**config.mk**
```make
export PLATFORM = sky130hd
export DESIGN_NAME = alu_result_commit
export DESIGN_NICKNAME = d
export VERILOG_FILES = /design/src/rtl/alu_result_commit.sv
export SDC_FILE = /design/constraint.sdc
export NUM_CORES = 1
export LEC_CHECK = 0
export ABC_AREA = 1
export CAP_MARGIN = 25
export CORE_MARGIN = 1
export CORE_UTILIZATION = 51
export DETAILED_ROUTE_END_ITERATION = 8
export MAX_ROUTING_LAYER = met4
export PLACE_DENSITY = 0.84
export RECOVER_POWER = 50
export SYNTH_ARGS = -nofsm -noshare
export SYNTH_HDL_FRONTEND = slang
export SYNTH_SLANG_ARGS = --single-unit
```
**constraint.sdc**
```tcl
create_clock -name master_clk -period 3.12 [get_ports master_clk]
set_clock_uncertainty 0.05 [all_clocks]
set_input_delay 0.936 -clock master_clk [delete_from_list [all_inputs] [get_ports master_clk]]
set_output_delay 0.936 -clock master_clk [all_outputs]
set_load 0.02 [all_outputs]
```
**src/rtl/alu_result_commit.sv**
```systemverilog
// Write-back stage of the ALU datapath: buffers finished results in a 2-entry
// FIFO, commits them through one register-file write port and holds the flags register.
module alu_result_commit #(
  parameter int INOUT_WIDTH = 8,
  parameter int FLAGS_WIDTH = 4,
  parameter int ADDR_WIDTH  = 4
) (
  input  logic                   master_clk,
  input  logic                   reset,
  input  logic                   in_valid,
  output logic                   in_ready,
  input  logic [INOUT_WIDTH-1:0] in_out_lo,
  input  logic [INOUT_WIDTH-1:0] in_out_hi,
  input  logic [FLAGS_WIDTH-1:0] in_flags,
  input  logic [ADDR_WIDTH-1:0]  in_dest,
  input  logic                   in_is_pair,
  input  logic                   in_wr_reg,
  input  logic                   in_wr_flags,
  output logic                   rf_we,
  output logic [ADDR_WIDTH-1:0]  rf_waddr,
  output logic [INOUT_WIDTH-1:0] rf_wdata,
  output logic [FLAGS_WIDTH-1:0] flags_out,
  output logic                   busy
);

  typedef struct packed {
    logic [INOUT_WIDTH-1:0] lo;
    logic [INOUT_WIDTH-1:0] hi;
    logic [FLAGS_WIDTH-1:0] flags;
    logic [ADDR_WIDTH-1:0]  dest;
    logic                   is_pair;
    logic                   wr_reg;
    logic                   wr_flags;
  } entry_t;

  typedef enum logic {LO, HI} state_e;

  entry_t                 fifo_q [2];
  logic                   wr_ptr_q, rd_ptr_q;
  logic [1:0]             count_q, count_d;
  state_e                 state_q, state_d;
  logic [FLAGS_WIDTH-1:0] flags_q, flags_d;

  entry_t head;
  logic   push, pop, we_raw;

  // No push-through-pop: a full FIFO refuses input even in a cycle that pops.
  assign in_ready = !reset && (count_q != 2'd2);
  assign push     = in_valid && in_ready;
  assign head     = fifo_q[rd_ptr_q];
  assign busy     = (count_q != 2'd0);
  assign flags_out = flags_q;
  assign rf_we    = we_raw && !reset;

  // NOTE: every signal written here gets a default first so no latch is inferred.
  always_comb begin
    we_raw   = 1'b0;
    rf_waddr = head.dest;
    rf_wdata = head.lo;
    pop      = 1'b0;
    state_d  = state_q;
    flags_d  = flags_q;
    unique case (state_q)
      LO: begin
        if (count_q != 2'd0) begin
          we_raw = head.wr_reg;
          if (head.wr_flags) flags_d = head.flags;
          if (head.is_pair && head.wr_reg) state_d = HI;
          else                             pop     = 1'b1;
        end
      end
      HI: begin
        // High byte of a pair lands in the next register, wrapping at the top.
        we_raw   = 1'b1;
        rf_waddr = head.dest + ADDR_WIDTH'(1);
        rf_wdata = head.hi;
        pop      = 1'b1;
        state_d  = LO;
      end
      default: state_d = LO;
    endcase
  end

  always_comb begin
    count_d = count_q;
    if (push && !pop)      count_d = count_q + 2'd1;
    else if (!push && pop) count_d = count_q - 2'd1;
  end

  // NOTE: sequential state uses non-blocking assignments only.
  always_ff @(posedge master_clk) begin
    if (reset) begin
      count_q  <= 2'd0;
      wr_ptr_q <= 1'b0;
      rd_ptr_q <= 1'b0;
      state_q  <= LO;
      flags_q  <= '0;
    end else begin
      count_q <= count_d;
      state_q <= state_d;
      flags_q <= flags_d;
      if (push) wr_ptr_q <= ~wr_ptr_q;
      if (pop)  rd_ptr_q <= ~rd_ptr_q;
    end
  end

  // NOTE: FIFO storage is not reset; count_q alone decides which entries are live.
  always_ff @(posedge master_clk) begin
    if (push) begin
      fifo_q[wr_ptr_q] <= '{lo: in_out_lo, hi: in_out_hi, flags: in_flags,
                            dest: in_dest, is_pair: in_is_pair,
                            wr_reg: in_wr_reg, wr_flags: in_wr_flags};
    end
  end

endmodule

```
==> flow_metrics.py <==
metrics = {
    "die": {
        "die_h_um": 72.0,
        "die-area_mm2": 0.00518,
        "die_w_um": 72.0,
        "start_util": 0.529,
        "row_count": 25,
        "ios": 49,
        "core_mm2": 0.00472,
    },
    "synthesis": {
        "yosys_warnings": 0,
        "ys_ff_latch": 64,
        "synth_cell_types": 23,
        "syn_area_mm2": 0.00250,
        "synth_nets": 239,
        "synth_area_leaders": "edfxtp_1, dfxtp_1, nor2_1",
        "synth_top_area_share": 0.649,
        "syn_area_per_cell_um2": 12.1,
        "yosysSeqAreaShare": 0.729,
        "postSynthCellCount": 207,
        "yosysTopAreaCell": "edfxtp_1",
    },
    "drt": {
        "route.detailed.drc": 0,
        "ant_nets": 0,
        "wl_per_cell_um": 13.1,
        "drtPass1Iterations": 4,
        "viasPerCell": 4.90,
        "routed-via-count": 1652,
        "drt_iter0_drc": 108,
        "routed_wl_um": 4420,
    },
    "critical_path": {
        "critPathKind": "in -> out",
        "slowest_stage": "clkdlybuf4s50_1",
        "timing.critical_path.cells": "clkdlybuf4s50_1 -> a21oi_1 -> clkdlybuf4s50_1",
        "worstSetupEndpointType": "primary output",
        "slowest_delay_ps": 610,
        "crit_arrival_ps": 2120,
        "crit_path_frequent_cell": "clkdlybuf4s50_1",
        "worstPathMaxFanout": 3,
        "required_ps": 2130,
        "worstRegToRegCells": 11,
        "cp-start-kind": "input pin",
    },
    "run": {
        "maxCapViolCount": 0,
    },
    "placement": {
        "place.gp.congestion": 0.693,
        "hpwlAfterDp_um": 2810,
        "dpl_cell_area_mm2": 0.00307,
        "io_buffers": 48,
    },
    "power": {
        "total_power_w": 0.00261,
        "leakage_nw": 1.23,
        "p_per_area_mw_per_mm2": 798,
        "ir_worst_vdd_uv": 569,
    },
    "layout": {
        "layout-drive-gt1-share": 0.107,
        "final_nets": 297,
        "finalInstanceArea_mm2": 0.00328,
        "antenna_cells": 0,
        "fillers": 347,
        "area_growth_pct": 31.1,
    },
    "clock_network": {
        "clock-sinks": 64,
        "cts_root_buffer": "clkbuf_8",
        "clkLatencyLatePin_ps": 320,
        "cts_buffers": 9,
        "cts_max_level": 3,
        "cts_buffer_depth": 2,
        "post_cts_buffers": 0,
        "cts_resized": 3,
        "cts-hold-fix-buffers": 0,
        "clk_pin_slew_ps": 70,
        "cts_tree": "done",
    },
    "timing": {
        "worst_slew_pin_slew_ps": 706,
        "fmax_mhz": 322,
        "setup_violations": 0,
        "rsz0062_at_grt": "no",
        "hold_viol": 0,
        "fin_crit_ps": 3110,
        "finalCritPeriodShare": 0.996,
        "slew_violations": 0,
        "relSlewSlack": 0.529,
    },
    "run_status": {
        "status": "finished clean",
    },
    "global_routing": {
        "grt_pass1_vias": 1672,
        "grtUsageTotal": 0.197,
        "grt_max_degree": 28,
        "antenna_found_initial": 0,
        "grt_overflow": 0,
        "grt_pass1_wl_um": 7280,
    },
    "worst_hold_path": {
        "min_path_type": "reg -> reg",
        "holdPathStages": 2,
    },
}
## where the power goes
part           internal (W)  total [W]  leakage [nW]  switching [W]
registers           0.00103    0.00108         0.577      0.0000442
logic              0.000342   0.000823         0.546       0.000481
clock network      0.000431   0.000714         0.107       0.000283
## kinds of logic (layout without fill, tap and decap cells)
logic type      after synthesis  in the layout  share of synthesized area
simple gates                 74             74                      0.118
flops                        64             64                      0.729
compound gates               43             43                     0.0941
buf+inv                      22             85                     0.0411
fa+ha+maj                     2              2                     0.0100
xor+xnor                      1              1                    0.00351
mux                           1              1                    0.00401
## cell usage after synthesis, drive strengths merged
cell / count
nor2: 34
nand2: 35
mux2i: 1
buf: 6
xnor2: 1
clkbuf: 1
or2: 1
and2: 1
o21ai: 26
nor4: 1
nand3: 2
ha: 2
dfxtp: 10
inv: 14
o22ai: 8
edfxtp: 54
clkinv: 1
a21oi: 8
a21o: 1
## cell type report
cell class                      instances  area (µm²)  share of cell area
Clock buffer                           13         169              0.0516
Timing Repair Buffer                   54         526               0.160
Inverter                               15        56.3              0.0172
Tap cell                               67        83.8              0.0256
Clock inverter                          3        38.8              0.0118
Sequential cell                        64        1820               0.557
Multi-Input combinational cell        121         579               0.177
## placed cells by master, fill, tap and decap left out, types with 3 or more instances in the layout
cell type        Yosys  routed
o21ai_0             24      24
clkbuf_8             0      12
nor2_1              34      32
o22ai_1              8       8
nand2_1             32      32
buf_4                2       3
edfxtp_1            54      54
dlygate4sd3_1        0      30
clkdlybuf4s50_1      0      17
dfxtp_1             10       9
a21oi_1              8       8
inv_1               14      14
nand2_2              3       3
## state kept, by name, indices dropped and copies added, names as in the netlist, named ones only
signal     cells
flags_out      4
wr_ptr_q       1
rd_ptr_q       1
state_q        1
count_q        2
fifo_q        54
## metal layers
metal,vias to the layer above,global-route usage,wire (µm)
met5,-,-,0
met4,0,0.111,60
met3,6,0.0486,200
met2,47,0.316,2260
met1,765,0.230,1900
li1,834,-,-
## critical path, delay by kind of cell
family	cells	cell delay, ps
buffers and inverters	2	1050
AOI/OAI and AO/OA	1	130
## per-stage QoR
step | util | instances | hold slack [ps] | setup TNS (ps) | setup WS [ps]
2_1_floorplan | - | 207 | 402 | -2410 | -44.6
3_3_place_gp | 0.649 | 321 | 418 | -17.6 | -17.6
3_5_place_dp | 0.649 | 321 | 423 | -33.5 | -33.5
4_1_cts | 0.694 | 337 | 438 | 0 | 22.4
5_1_grt | 0.694 | 337 | 451 | 0 | 6.91
6_report | 0.694 | 337 | 429 | 0 | 13.6
## path summary, 6_finish.rpt
path / slack (ps) / start / end
hold reg to reg: 430 / flags_out[2]$_SDFFE_PP0P_ / flags_out[2]$_SDFFE_PP0P_
setup reg to reg: 1200 / register / count_q[1]$_SDFFE_PP0P_
hold / removal: 430 / flags_out[2]$_SDFFE_PP0P_ / flags_out[2]$_SDFFE_PP0P_
setup / recovery: 10 / reset / rf_we
Note: power is estimated with default switching activity, not from simulation.
